===== config.mk =====
export PLATFORM = sky130hd
export DESIGN_NAME = steering_ctrl
export DESIGN_NICKNAME = d
export VERILOG_FILES = /design/src/rtl/steering_pkg.sv /design/src/rtl/steering.sv /design/src/rtl/steering_debounce.sv /design/src/rtl/steering_ctrl.sv
export SDC_FILE = /design/constraint.sdc
export NUM_CORES = 1
export LEC_CHECK = 0
export ABC_AREA = 1
export BUFFER_PORTS_ARGS = -buffer_cell sky130_fd_sc_hd__buf_2
export CORE_ASPECT_RATIO = 0.75
export CORE_MARGIN = 5
export CORE_UTILIZATION = 25
export DETAILED_ROUTE_END_ITERATION = 7
export PLACE_DENSITY = 0.49
export RECOVER_POWER = 50
export SKIP_LAST_GASP = 1
export SLEW_MARGIN = 0
export SYNTH_ARGS = -nofsm -noshare
export SYNTH_HDL_FRONTEND = slang
export SYNTH_SLANG_ARGS = --single-unit
export TNS_END_PERCENT = 50

===== constraint.sdc =====
create_clock -name clk -period 2 [get_ports clk]
set_input_delay 0.4 -clock clk [delete_from_list [all_inputs] [get_ports clk]]
set_output_delay 0.4 -clock clk [all_outputs]
set_load 0.05 [all_outputs]

===== src/rtl/steering_pkg.sv =====
// ============================================================================
// steering_pkg : shared encodings and width helpers for the steering controller
// Revision 1.0 : initial release
// ============================================================================
`default_nettype none

package steering_pkg;

  // The state register doubles as the command, so one encoding serves both.
  typedef enum logic [1:0] {
    CMD_STOP  = 2'b00,
    CMD_LEFT  = 2'b01,
    CMD_RIGHT = 2'b10,
    CMD_FWD   = 2'b11
  } cmd_t;

  typedef enum logic [1:0] {
    REQ_STOP  = 2'b00,
    REQ_LEFT  = 2'b01,
    REQ_RIGHT = 2'b10,
    REQ_FWD   = 2'b11
  } req_t;

  localparam int SENSOR_W = 5;

  function automatic int cnt_width(input int debounce);
    return (debounce > 1) ? $clog2(debounce) : 1;
  endfunction

  function automatic int hold_width(input int min_hold);
    return (min_hold > 1) ? $clog2(min_hold) : 1;
  endfunction

  function automatic cmd_t req_target(input req_t req);
    cmd_t target;
    case (req)
      REQ_LEFT:  target = CMD_LEFT;
      REQ_RIGHT: target = CMD_RIGHT;
      REQ_FWD:   target = CMD_FWD;
      default:   target = CMD_STOP;
    endcase
    return target;
  endfunction

endpackage

`default_nettype wire


===== src/rtl/steering.sv =====
// ============================================================================
// steering : combinational line-sensor decoder (outer pairs steer, centre walks)
// Revision 1.0 : initial release
// ============================================================================
`default_nettype none

module steering (
  input  logic [4:0] sensors,
  output logic       left,
  output logic       right,
  output logic       walk
);

  assign left  = sensors[4] | sensors[3];
  assign right = sensors[1] | sensors[0];
  assign walk  = sensors[2];

endmodule

`default_nettype wire


===== src/rtl/steering_debounce.sv =====
// ============================================================================
// steering_debounce : accepts a sensor vector after DEBOUNCE identical samples
// Revision 1.0 : initial release
// ============================================================================
`default_nettype none

module steering_debounce
  import steering_pkg::*;
#(
  parameter int DEBOUNCE = 4
) (
  input  logic                clk,
  input  logic                reset,
  input  logic [SENSOR_W-1:0] in,
  output logic [SENSOR_W-1:0] out
);

  localparam int CW = cnt_width(DEBOUNCE);
  localparam logic [CW-1:0] CNT_MAX = CW'(DEBOUNCE - 1);

  logic [SENSOR_W-1:0] cand;
  logic [CW-1:0]       cnt;

  // cnt holds how many consecutive samples have matched cand so far.
  always_ff @(posedge clk or negedge reset) begin
    if (!reset) begin
      cand <= '0;
      cnt  <= '0;
      out  <= '0;
    end else if (in != cand) begin
      cand <= in;
      cnt  <= CW'(1);
    end else if (cnt < CNT_MAX) begin
      cnt <= cnt + 1'b1;
    end else begin
      out <= cand;
    end
  end

endmodule

`default_nettype wire


===== src/rtl/steering_ctrl.sv =====
// ============================================================================
// steering_ctrl : debounced sensor decode, direction FSM and motor handshake
// Revision 1.0 : initial release
// ============================================================================
`default_nettype none

module steering_ctrl
  import steering_pkg::*;
#(
  parameter int DEBOUNCE = 4,
  parameter int MIN_HOLD = 8
) (
  input  logic                clk,
  input  logic                reset,
  input  logic [SENSOR_W-1:0] sensors,
  input  logic                cmd_ready,
  output logic                cmd_valid,
  output logic [1:0]          cmd,
  output logic                turning,
  output logic [SENSOR_W-1:0] stable_sensors
);

  localparam int HW = hold_width(MIN_HOLD);
  localparam logic [HW-1:0] HOLD_LOAD = HW'(MIN_HOLD - 1);

  cmd_t          state;
  cmd_t          state_next;
  req_t          req;
  logic          state_change;
  logic [HW-1:0] hold;
  logic          dec_left;
  logic          dec_right;
  logic          dec_walk;

  steering_debounce #(
    .DEBOUNCE (DEBOUNCE)
  ) u_debounce (
    .clk   (clk),
    .reset (reset),
    .in    (sensors),
    .out   (stable_sensors)
  );

  steering u_steering (
    .sensors (stable_sensors),
    .left    (dec_left),
    .right   (dec_right),
    .walk    (dec_walk)
  );

  always_comb begin
    req = REQ_STOP;
    if (dec_left && !dec_right) begin
      req = REQ_LEFT;
    end else if (dec_right && !dec_left) begin
      req = REQ_RIGHT;
    end else if (!dec_left && !dec_right && dec_walk) begin
      req = REQ_FWD;
    end
  end

  always_ff @(posedge clk or negedge reset) begin
    if (!reset) begin
      state <= CMD_STOP;
    end else begin
      state <= state_next;
    end
  end

  // The FSM is frozen while a command is outstanding so cmd stays stable.
  always_comb begin
    state_next = state;
    if (!cmd_valid) begin
      unique case (state)
        CMD_STOP, CMD_FWD: begin
          state_next = req_target(req);
        end
        CMD_LEFT, CMD_RIGHT: begin
          if (req == REQ_STOP) begin
            state_next = CMD_STOP;
          end else if (hold == '0) begin
            if (req == REQ_FWD) begin
              state_next = CMD_FWD;
            end else if (req_target(req) != state) begin
              state_next = CMD_STOP;
            end
          end
        end
        default: state_next = CMD_STOP;
      endcase
    end
  end

  assign state_change = (state_next != state);

  always_ff @(posedge clk or negedge reset) begin
    if (!reset) begin
      cmd_valid <= 1'b0;
    end else if (state_change) begin
      cmd_valid <= 1'b1;
    end else if (cmd_ready) begin
      cmd_valid <= 1'b0;
    end
  end

  // Hold keeps counting down while a turn command awaits acceptance.
  always_ff @(posedge clk or negedge reset) begin
    if (!reset) begin
      hold <= '0;
    end else if (state_change &&
                 ((state_next == CMD_LEFT) || (state_next == CMD_RIGHT))) begin
      hold <= HOLD_LOAD;
    end else if (hold != '0) begin
      hold <= hold - 1'b1;
    end
  end

  assign cmd     = state;
  assign turning = (state == CMD_LEFT) || (state == CMD_RIGHT);

endmodule

`default_nettype wire

Word level (Yosys, flattened, before mapping)

Cells that the tools add are included.

Flip-flop bits (word level): 18
Output and inout port bits: 9
Logic and storage cells: 65
Input port bits: 8

Equal/unequal tests: 11
$add $sub $neg: 2
Magnitude comparators: 1
Bitwise gates (word level): 4
Reductions and logical operators: 19
Mux-type cells: 22

Operators with widths:

| cell                                                                | count |
|---|---|
| 2-bit two-way mux                                                   | 15 |
| 2-bit == test (second input constant)                               | 5 |
| 2-bit case mux with 2 select lines                                  | 2 |
| 2-bit by 1-bit == test with 1-bit output (second input constant)    | 3 |
| 3-bit two-way mux                                                   | 2 |
| 2-bit case mux with 3 select lines                                  | 1 |
| 2-bit nonzero test                                                  | 3 |
| 1-bit logical AND                                                   | 5 |
| 5-bit inequality test                                               | 1 |
| 2-bit logical NOT                                                   | 2 |
| 2-bit inequality test                                               | 2 |
| 2-bit OR reduction                                                  | 2 |
| 3-bit logical NOT                                                   | 1 |
| 3-bit nonzero test                                                  | 1 |
| 3-bit by 1-bit subtractor with 3-bit output (second input constant) | 1 |
| 2-bit by 1-bit adder with 2-bit output (second input constant)      | 1 |
| 1-bit logical NOT                                                   | 2 |
| 1-bit logical OR                                                    | 2 |
| 2-bit less-than comparator (second input constant)                  | 1 |
| 1-bit two-way mux                                                   | 2 |
| 1-bit inverter                                                      | 2 |
| 1-bit bitwise OR                                                    | 2 |
| 2-bit AND reduction                                                 | 1 |

Logic depth before layout (Yosys ltp)

Gate-level depths: netlist (run 1).

Depth after elaboration: 25
Gate-level depth with buffers: 16
Gate-level depth less buffers: 16

Cells and area by module

Synthesis (run 1) repeated with hierarchy kept, for this count alone.

Cells, all modules: 154
Area total of the unflattened synthesis: 1136.1 µm²

By module, submodules not included:

| module            | area an instance (µm²) | instances | cells each | sequential area each (µm²) |
|---|---|---|---|---|
| steering_debounce | 580.6                  | 1         | 67         | 300.3 |
| steering_ctrl     | 525.5                  | 1         | 80         | 150.1 |
| steering          | 30.0                   | 1         | 7          | 0.0 |

Worst setup path after synthesis (run 1)

OpenSTA, ideal clock, no wires.

Path type: register to register
Start point: register state[0], in the netlist cmd[0]
End point: register hold[1]
Required time: 1.880 ns
Path buffers: 0
Period minus slack after synthesis: 1.855 ns
Arrival time: 1.734 ns
Slack: 0.145 ns
Cell stages (with the launch flop): 12
Library setup time: 0.120 ns
Cells stage by stage: dfrtp_1 inv_2 nor2_2 nor2_2 inv_2 nand3_2 o21bai_4 nand2_1 nand2_1 nand2_1 nand2_2 nand2_1

Longest elaborated chain between the ends: 11
Elaborated cells on any way between the ends: 20
Those cells by class: eq/ne (7); mux (7); reduce/logical (6)

Ends and longest elaborated chain:

| item                                                                             | RTL line             | source |
|---|---|---|
| start: declaration                                                               | steering_ctrl.sv:26  | `cmd_t state;` |
| start signal: assignment                                                         | steering_ctrl.sv:66  | `state <= state_next;` |
| 2-bit inequality test                                                            | steering_ctrl.sv:84  | `end else if (req_target(req) != state) begin` |
| 2-bit two-way mux                                                                | steering_ctrl.sv:84  |  |
| 2-bit two-way mux                                                                | steering_ctrl.sv:82  | `if (req == REQ_FWD) begin` |
| 2-bit two-way mux                                                                | steering_ctrl.sv:81  | `end else if (hold == '0) begin` |
| 2-bit two-way mux                                                                | steering_ctrl.sv:79  | `if (req == REQ_STOP) begin` |
| 2-bit case mux with 2 select lines                                               | steering_ctrl.sv:74  | `unique case (state)` |
| 2-bit two-way mux                                                                | steering_ctrl.sv:73  | `if (!cmd_valid) begin` |
| 2-bit by 1-bit == test with 1-bit output / 2-bit == test (equally long branches) | steering_ctrl.sv:111 | `((state_next == CMD_LEFT) \|\| (state_next == CMD_RIGHT))) begin` |
| 1-bit logical OR                                                                 | steering_ctrl.sv:111 |  |
| 1-bit logical AND (*)                                                            | steering_ctrl.sv:110 | `end else if (state_change &&` |
| 3-bit two-way mux / 2-bit nonzero test (equally long branches)                   | --                   |  |
| end signal: assignment                                                           | steering_ctrl.sv:114 | `hold <= hold - 1'b1;` |
| end: declaration                                                                 | steering_ctrl.sv:30  | `logic [HW-1:0] hold;` |

Every way passes the cells marked *; elsewhere a longest branch is shown, timed or not.
A chain may end at the register's enable or synchronous reset.

Worst setup path in the final report (run 1)

Start point: register hold[0]
End point: register hold[0]

Longest elaborated chain between the ends: 9
Elaborated cells on any way between the ends: 15
Those cells by class: add/sub (1); eq/ne (3); mux (6); reduce/logical (5)

Ends and longest elaborated chain:

| item                                                                             | RTL line |
|---|---|
| 3-bit logical NOT                                                                | steering_ctrl.sv:81 |
| 2-bit two-way mux                                                                | steering_ctrl.sv:81 |
| 2-bit two-way mux                                                                | steering_ctrl.sv:79 |
| 2-bit case mux with 2 select lines                                               | steering_ctrl.sv:74 |
| 2-bit two-way mux                                                                | steering_ctrl.sv:73 |
| 2-bit by 1-bit == test with 1-bit output / 2-bit == test (equally long branches) | steering_ctrl.sv:111 |
| 1-bit logical OR                                                                 | steering_ctrl.sv:111 |
| 1-bit logical AND                                                                | steering_ctrl.sv:110 |
| 3-bit two-way mux / 2-bit nonzero test (equally long branches)                   | -- |

Parallel ways exist; a longest one is shown, timed or not. The select of a mux whose other input is x is not followed.

==> flow_summary.ini, run 1 <==
[placed_design]
pre_cts_ws_ns = 0.2464
dp_hpwl_um = 1485
port_buffers = 16
place_inst = 189
routabilityCongestion = 0.7964

[setup_path]
critPathKind = reg2reg
worstSetupStartpointType = flip-flop
r2r_start = hold[0]
crit_fanout = 3
cpLargestDelayFamily = simple AND/OR/NAND/NOR gates
cp.arrival_ns = 1.86
path_cells = inv_1 > ha_1 > inv_1 > nor2_2 > nand2_1 > nor2_1 > o21bai_4 > nand2_2 > nand2_1 > nand2_1 > nand2_1 > nand2_2 > nand2_1
crit_start = hold[0]
cp.required_ns = 2.13
crit_path_end_kind = flip-flop
path_buf_inv = 2
crit_slowest_cell = dfrtp_1
critPathMaxStageDelay_ns = 0.38
crit_top_cell = nand2_1

[sta]
max_slew.worst_pin.slew_ns = 0.9438
final.setup_skew_ns = 0.003607
fmax_ghz = 0.5779
rsz0062_at_grt = no
post-route-min-period_ns = 1.730
slew_headroom_pct = 37.08
hold_viol = 0
tns_ns = 0
drv_slew = 0
setup_viol = 0
setup_slack_ns = 0.2696
layout_worst_path_cycle_share_pct = 86.52

[synthesis]
synth_top_family_by_area = simple AND/OR/NAND/NOR gates
syn_nets = 138
synth_cells = 127
syn_area_um2 = 996.0
ys_types = 22
synth_compound_area_share_pct = 9.171
ys.warnings.count = 0
synth-simple-area-share_pct = 27.64
synth_fa_ha_area_share_pct = 3.769
muxShareOfSynthArea_pct = 0
syn-mean-instance-area_um2 = 7.842
ys_ff_latch = 18
synthXorXnorAreaFrac_pct = 4.397
ys_seq_area_share_pct = 45.23

[flow_run]
cap_viol_max_count = 0

[routing]
drt-total-wl_um = 1820
drc = 0
drtAntennaViolNets = 0
drtIter0Drc = 34
via_per_inst = 3.876
routedWlPerCell_um = 9.430
drt_pass1_iterations = 4
vias = 748

[die]
dieArea_um2 = 5359
die_h_um = 64.66
die_w_um = 82.88
initial_core_util_pct = 26.52
rows = 19
num_io_pins = 17
design.core.area_um2 = 3756

[power]
power.density_nw_per_um2 = 1283
peakVddDrop_v = 0.0005371
p_leak_nw = 0.5913

[finish]
fin_cells = 193
post-route-util_pct = 30.95
area_growth_pct = 16.71
drive_above_1_share_pct = 23.40
fill_cells = 417
diodes = 0
layout.nets = 153

[cts]
clk_path_buf_depth = 2
cts_tree = built
clock_latency_ns = 0.25
hold_buffers = 0
cts_max_level = 1
cts_made_buffers = 3
clkSlewWorstSetupHoldPaths_ns = 0.07
cts_resized = 0
postCtsSetupBuffers = 0
root_buffer = clkbuf_8
cts_sinks = 18

[global_route]
grt_overflow = 0
antenna_found_initial = 0
grt_pass1_vias = 744
grt_pass1_wl_um = 3312
track_usage_pct = 7.473
grt_start_max_net_pins = 19

[hold_path]
hp-class = in2async

[run_status]
outcome = complete, no violations
## state kept, by name, indices dropped and copies added (netlist names)
register         cells
cmd                  2
cmd_valid            1
hold                 3
u_debounce.cand      5
u_debounce.cnt       2
u_debounce.out       5
## cell usage after synthesis
cell type	n	area, um2
nand2_1	43	161.4
dfrtp_1	18	450.4
inv_1	12	45.04
inv_2	7	26.28
clkbuf_1	5	18.77
nor2_2	5	31.28
o21ai_0	5	25.02
xor2_1	5	43.79
a21oi_1	4	20.02
nand2_2	4	25.02
nor2_1	4	15.01
ha_1	3	37.54
nand3_1	3	15.01
a211oi_1	1	7.510
a21o_1	1	7.510
buf_4	1	7.510
nand3_2	1	10.01
nor2_4	1	11.26
o211ai_1	1	7.510
o21ai_1	1	5.000
o21bai_4	1	18.77
or2_0	1	6.260
## power breakdown
part           switching, mW  total [mW]  internal (mW)
Clock                  0.115       0.289          0.174
Combinational          0.495       0.703          0.208
Sequential            0.0637       0.498          0.435
## placed cells by master (no fill, tap or decap)
master	Yosys	final
nand3_1	3	3
clkbuf_8	0	4
nand2_2	4	4
ha_1	3	3
dfrtp_1	18	18
a21o_1	1	1
or2_0	1	1
inv_2	7	7
nor2_2	5	5
o21bai_4	1	1
a211oi_1	1	1
o21ai_1	1	1
buf_2	0	10
nor2_1	4	4
nor2_4	1	1
inv_1	12	12
clkbuf_1	5	6
a21oi_1	4	4
nand3_2	1	1
xor2_1	5	5
nand2_1	43	43
o21ai_0	5	5
o211ai_1	1	1
## final cells by class
| class | count | area [um2] | area share (%) |
|---|---|---|---|
| tap | 52 | 65.06 | 5.597 |
| multi-input combinational | 84 | 447.9 | 38.54 |
| inverter | 19 | 71.32 | 6.136 |
| timing repair buffer | 16 | 72.57 | 6.243 |
| clock buffer | 4 | 55.05 | 4.736 |
| sequential | 18 | 450.4 | 38.75 |
## logic make-up (layout without fill, tap and decap cells)
| kind of cell | after synthesis | in the layout |
|---|---|---|
| buf+inv | 25 | 39 |
| flops | 18 | 18 |
| xor+xnor | 5 | 5 |
| compound gates | 14 | 14 |
| simple gates | 62 | 62 |
| fa+ha+maj | 3 | 3 |
## worst paths after layout
check                                     endpoint  slack, ns  cells after the start
worst max register to register             hold[0]       0.27                     13
max in group asynchronous                   cmd[0]       1.15                      1
worst min-delay path            u_debounce.cand[1]       0.27                      1
worst max-delay path                       hold[0]       0.27                     13
min in group clk                u_debounce.cand[2]       0.28                      1
worst min register to register   u_debounce.out[2]       0.52                      2
## per-stage QoR
stage	hold slack, ns	total power, mW	area [um2]
detailed placement	0.3512	1.211	1115
finish	0.2708	1.491	1162
floorplan	0.1044	1.070	996.0
global placement	0.3501	1.223	1115
global route	0.2815	1.611	1162
CTS	0.08072	1.508	1170
## metal layers
metal / global-route usage [%] / vias to the layer above / wire length, um / share of wire, %
li1: - / 411 / - / -
met1: 10.16 / 325 / 997 / 55
met2: 11.30 / 10 / 729 / 40
met3: 1.646 / 2 / 57 / 3.1
met4: 3.673 / 0 / 36 / 2.0
met5: 0 / - / 0 / 0
No activity file was read; power rests on OpenSTA's default activity.
==> run 2: changes to the inputs <==
==> constraint.sdc (replaced) <==
create_clock -name clk -period 1.81 [get_ports clk]
set_input_delay 0.362 -clock clk [delete_from_list [all_inputs] [get_ports clk]]
set_output_delay 0.362 -clock clk [all_outputs]
set_load 0.05 [all_outputs]
==> flow_summary.ini, run 2 (synthesized netlist as in run 1, its figures left out) <==
[finish]
top_regs = u_debounce.cand (5), u_debounce.out (5), hold (3)
final_common_cell = nand2_1
multi_input_area_um2 = 480.5
area_growth_pct = 22.49
fill_cells = 437
seqCellArea_um2 = 452.9
post-route-util_pct = 32.48
layout.nets = 156
layout_common_cells = nand2_1, dfrtp_1, inv_2, buf_2
diodes = 0
drive_above_1_share_pct = 33.33

[global_route]
grt_overflow = 0
grt_start_max_net_pins = 19
track_usage_pct = 8.082
antenna_found_initial = 0
grt_pass1_vias = 782
grt_pass1_wl_um = 3450

[run_status]
outcome = complete, no violations

[hold_path]
hp-class = in2reg

[setup_path]
critPathMaxStageDelay_ns = 0.37
cp.required_ns = 1.95
crit_slowest_cell = dfrtp_1
crit_path_end_kind = flip-flop
cp.arrival_ns = 1.81
worstSetupStartpointType = flip-flop
critPathKind = reg2reg
path_cells = inv_1 > ha_4 > inv_2 > nor2_4 > inv_2 > nand2_2 > nand3_2 > o21bai_4 > nand2_2 > nand2_1 > nand2_1 > nand2_2 > nand2_1
crit_fanout = 3

[power]
peakVddDrop_v = 0.0006059
p_leak_nw = 0.6023
power.density_nw_per_um2 = 1449

[placed_design]
port_buffers = 16
routabilityCongestion = 0.7813
pre_cts_ws_ns = 0.06494
dp_hpwl_um = 1596

[sta]
setup_viol = 0
fin_hold_ws_ns = 0.2413
drv_slew = 0
layout_worst_path_cycle_share_pct = 92.06
fmax_ghz = 0.6001
hold_viol = 0
slew_headroom_pct = 33.58
tns_ns = 0
final.setup_skew_ns = 0.0009847
rsz0062_at_grt = no
post-route-min-period_ns = 1.666
max_slew.worst_pin.slew_ns = 0.9963
setup_slack_ns = 0.1436

[cts]
cts_sinks = 18
root_buffer = clkbuf_8
clk_path_buf_depth = 2
cts_made_buffers = 3
clock_latency_ns = 0.25
clkSlewWorstSetupHoldPaths_ns = 0.07
cts_tree = built
cts_max_level = 1

[routing]
drc = 0
drt-total-wl_um = 2034
vias = 789
drtAntennaViolNets = 0
drtIter0Drc = 22
routedWlPerCell_um = 10.38
via_per_inst = 4.026
drt_pass1_iterations = 2

[die]
dieArea_um2 = 5359
initial_core_util_pct = 26.52
design.core.area_um2 = 3756
die_h_um = 64.66
num_io_pins = 17
rows = 19
die_w_um = 82.88

[flow_run]
cap_viol_max_count = 0
run 2: per-stage QoR:
step / cell area, um2 / total power, mW / instances
finish: 1220 / 1.768 / 196
global route: 1220 / 1.915 / 196
CTS: 1172 / 1.697 / 193
detailed placement: 1117 / 1.354 / 189
global placement: 1117 / 1.343 / 189
floorplan: 998.5 / 1.187 / 127
run 2: area by class of cell:
class,count,share of cell area [%]
clock buffer,4,4.513
inverter,19,5.846
multi-input combinational,84,39.38
sequential,18,37.13
tap,52,5.333
timing repair buffer,19,7.795
run 2: critical path, delay by kind of cell (launching register included):
kind                     cells  cell delay, ns
AND/OR/NAND/NOR              8            0.67
AO/OA/AOI/OAI                1            0.16
flip-flops                   1            0.37
buffers and inverters        3            0.22
adder cells (fa/ha/maj)      1            0.14
run 2: path summary, 6_finish.rpt:
path	startpoint	to	slack [ns]	cells past startpoint
worst max-delay path	hold[1]	hold[1]	0.14	13
worst min-delay path	sensors[2]	u_debounce.cand[2]	0.24	1
worst max register to register	hold[1]	hold[1]	0.14	13
worst min register to register	u_debounce.cand[2]	u_debounce.out[2]	0.51	2
max in group asynchronous	reset	cmd[0]	0.89	1
min in group asynchronous	reset	u_debounce.cand[1]	0.25	1
run 2: per-layer routing:
layer / up-vias / share of wire (%) / track usage [%]
li1: 416 / - / -
met1: 360 / 50 / 10.49
met4: 0 / 1.3 / 3.673
met5: - / 0 / 0
met3: 2 / 4.8 / 2.911
met2: 11 / 44 / 12.10
run 2: timing repair:
action | in CTS | in global routing
hold buffers | 0 | 0
buffers inserted | 0 | 3
endpoints found under the setup margin | 0 | 4
resized for setup | 0 | 12
run 2: power breakdown:
part	switching (mW)	internal, mW
Combinational	0.601	0.277
Sequential	0.0750	0.485
Clock	0.137	0.193
==> run 3: changes to the inputs <==
--- a/config.mk
+++ b/config.mk
@@ -7,12 +7,12 @@
 export LEC_CHECK = 0
 export ABC_AREA = 1
 export BUFFER_PORTS_ARGS = -buffer_cell sky130_fd_sc_hd__buf_2
+export CAP_MARGIN = 20
 export CORE_ASPECT_RATIO = 0.75
 export CORE_MARGIN = 5
 export CORE_UTILIZATION = 25
 export DETAILED_ROUTE_END_ITERATION = 7
 export PLACE_DENSITY = 0.49
-export RECOVER_POWER = 50
 export SKIP_LAST_GASP = 1
 export SLEW_MARGIN = 0
 export SYNTH_ARGS = -nofsm -noshare
==> flow_summary.ini, run 3 (synthesized netlist as in run 1, its figures left out) <==
[run_status]
outcome = complete, no violations

[setup_path]
worstSetupStartpointType = flip-flop
crit_path_end_kind = flip-flop
ff2ff_path_depth = 13
crit_start = hold[1]
timing.rr.end = hold[1]
critPathKind = reg2reg
cp.required_ns = 1.95
endpoint = hold[1]
rrSetupSlack_ns = 0.14
r2r_start = hold[1]
crit_fanout = 3
cp.arrival_ns = 1.81

[finish]
drive_above_1_share_pct = 37.50
finalInstanceArea_um2 = 1227
top_regs = u_debounce.cand (5), u_debounce.out (5), hold (3)
final_common_cell = nand2_1
layout_common_cells = nand2_1, dfrtp_1, buf_2
diodes = 0
post-route-util_pct = 32.68
layout.nets = 156
area_growth_pct = 23.24

[die]
die_w_um = 82.88
design.core.area_um2 = 3756
num_io_pins = 17
die_h_um = 64.66
rows = 19
initial_core_util_pct = 26.52
dieArea_um2 = 5359

[sta]
max_slew.worst_pin.slew_ns = 0.4206
setup_viol = 0
fin_hold_ws_ns = 0.03397
hold_viol = 0
final.setup_skew_ns = 0.0005268
tns_ns = 0
rsz0062_at_grt = no
drv_slew = 0
slew_headroom_pct = 71.96
post-route-min-period_ns = 1.667
layout_worst_path_cycle_share_pct = 92.07
fmax_ghz = 0.6001

[hold_path]
hp-class = in2async

[power]
p_leak_nw = 0.6188
power.density_nw_per_um2 = 1443
p_total_mw = 1.771
clkPwrFrac_pct = 18.7
p_sw_share_pct = 45.99
power_frac_seq_pct = 31.6
power_frac_comb_pct = 49.6
p_int_mw = 0.9567
p_switching_mw = 0.8146
peakVddDrop_v = 0.0006061

[cts]
root_buffer = clkbuf_8
cts_max_level = 1
clkSlewWorstSetupHoldPaths_ns = 0.07
cts_made_buffers = 3
clk_path_buf_depth = 2
cts_sinks = 18
cts_tree = built
clock_latency_ns = 0.25

[routing]
drc = 0
drt_pass1_iterations = 2
drtAntennaViolNets = 0
via_per_inst = 4.051
drtIter0Drc = 22
drt-total-wl_um = 2033
routedWlPerCell_um = 10.37
vias = 794

[placed_design]
dp_hpwl_um = 1596
port_buffers = 16
routabilityCongestion = 0.7813
placed_area_um2 = 1117

[global_route]
antenna_found_initial = 0
grt_pass1_wl_um = 3450
grt_pass1_vias = 782
track_usage_pct = 8.082
grt_start_max_net_pins = 19
grt_overflow = 0

[flow_run]
cap_viol_max_count = 0
## run 3: critical path: stages, from the launching register on
cell,delay [ns]
dfrtp_1,0.37
inv_1,0.11
ha_4,0.14
inv_2,0.04
nor2_4,0.13
inv_2,0.07
nand2_2,0.06
nand3_2,0.09
o21bai_4,0.16
nand2_2,0.10
nand2_1,0.07
nand2_1,0.07
nand2_2,0.09
nand2_1,0.06
## run 3: layout make-up
class                      instances  area (um2)
clock buffer                       4       55.05
fill                             433        2529
inverter                          19       71.32
multi-input combinational         84       480.5
sequential                        18       452.9
tap                               52       65.06
timing repair buffer              19       102.6
## run 3: timing repair
action | 4_1_cts | 5_1_grt
buffers inserted | 0 | 3
hold endpoints to repair | 0 | 0
gates resized for setup | 0 | 12
hold buffers | 0 | 0
setup endpoints to repair | 0 | 4
## run 3: per-layer routing
layer	wire (um)	share of wire [%]	track usage, %
met4	27	1.3	3.673
met1	1020	50	10.49
met2	889	44	12.10
met3	96	4.7	2.911
met5	0	0	0
## run 3: power by group through the flow
stage | logic, mW | clock network (mW) | registers (mW)
6_report | 0.879 | 0.332 | 0.560
5_1_grt | 0.985 | 0.363 | 0.569
4_1_cts | 0.793 | 0.347 | 0.556
3_5_place_dp | 0.791 | 0 | 0.564
3_3_place_gp | 0.779 | 0 | 0.564
2_1_floorplan | 0.505 | 0 | 0.682
## run 3: stage by stage
stage               std cells  worst slack [ns]
floorplan                 127            0.1209
global placement          189           0.09214
detailed placement        189           0.06494
CTS                       193           0.03977
global route              196         0.0008178
finish                    196            0.1435
## run 3: worst min-delay path by stage
stage                          to  slack, ns  cells after the start
2_1_floorplan              cmd[0]       0.07                      0
3_3_place_gp   u_debounce.cand[1]       0.32                      1
3_5_place_dp   u_debounce.cand[1]       0.32                      1
4_1_cts         u_debounce.out[1]       0.05                      1
5_1_grt         u_debounce.out[4]       0.06                      1
6_report       u_debounce.cand[4]       0.03                      1
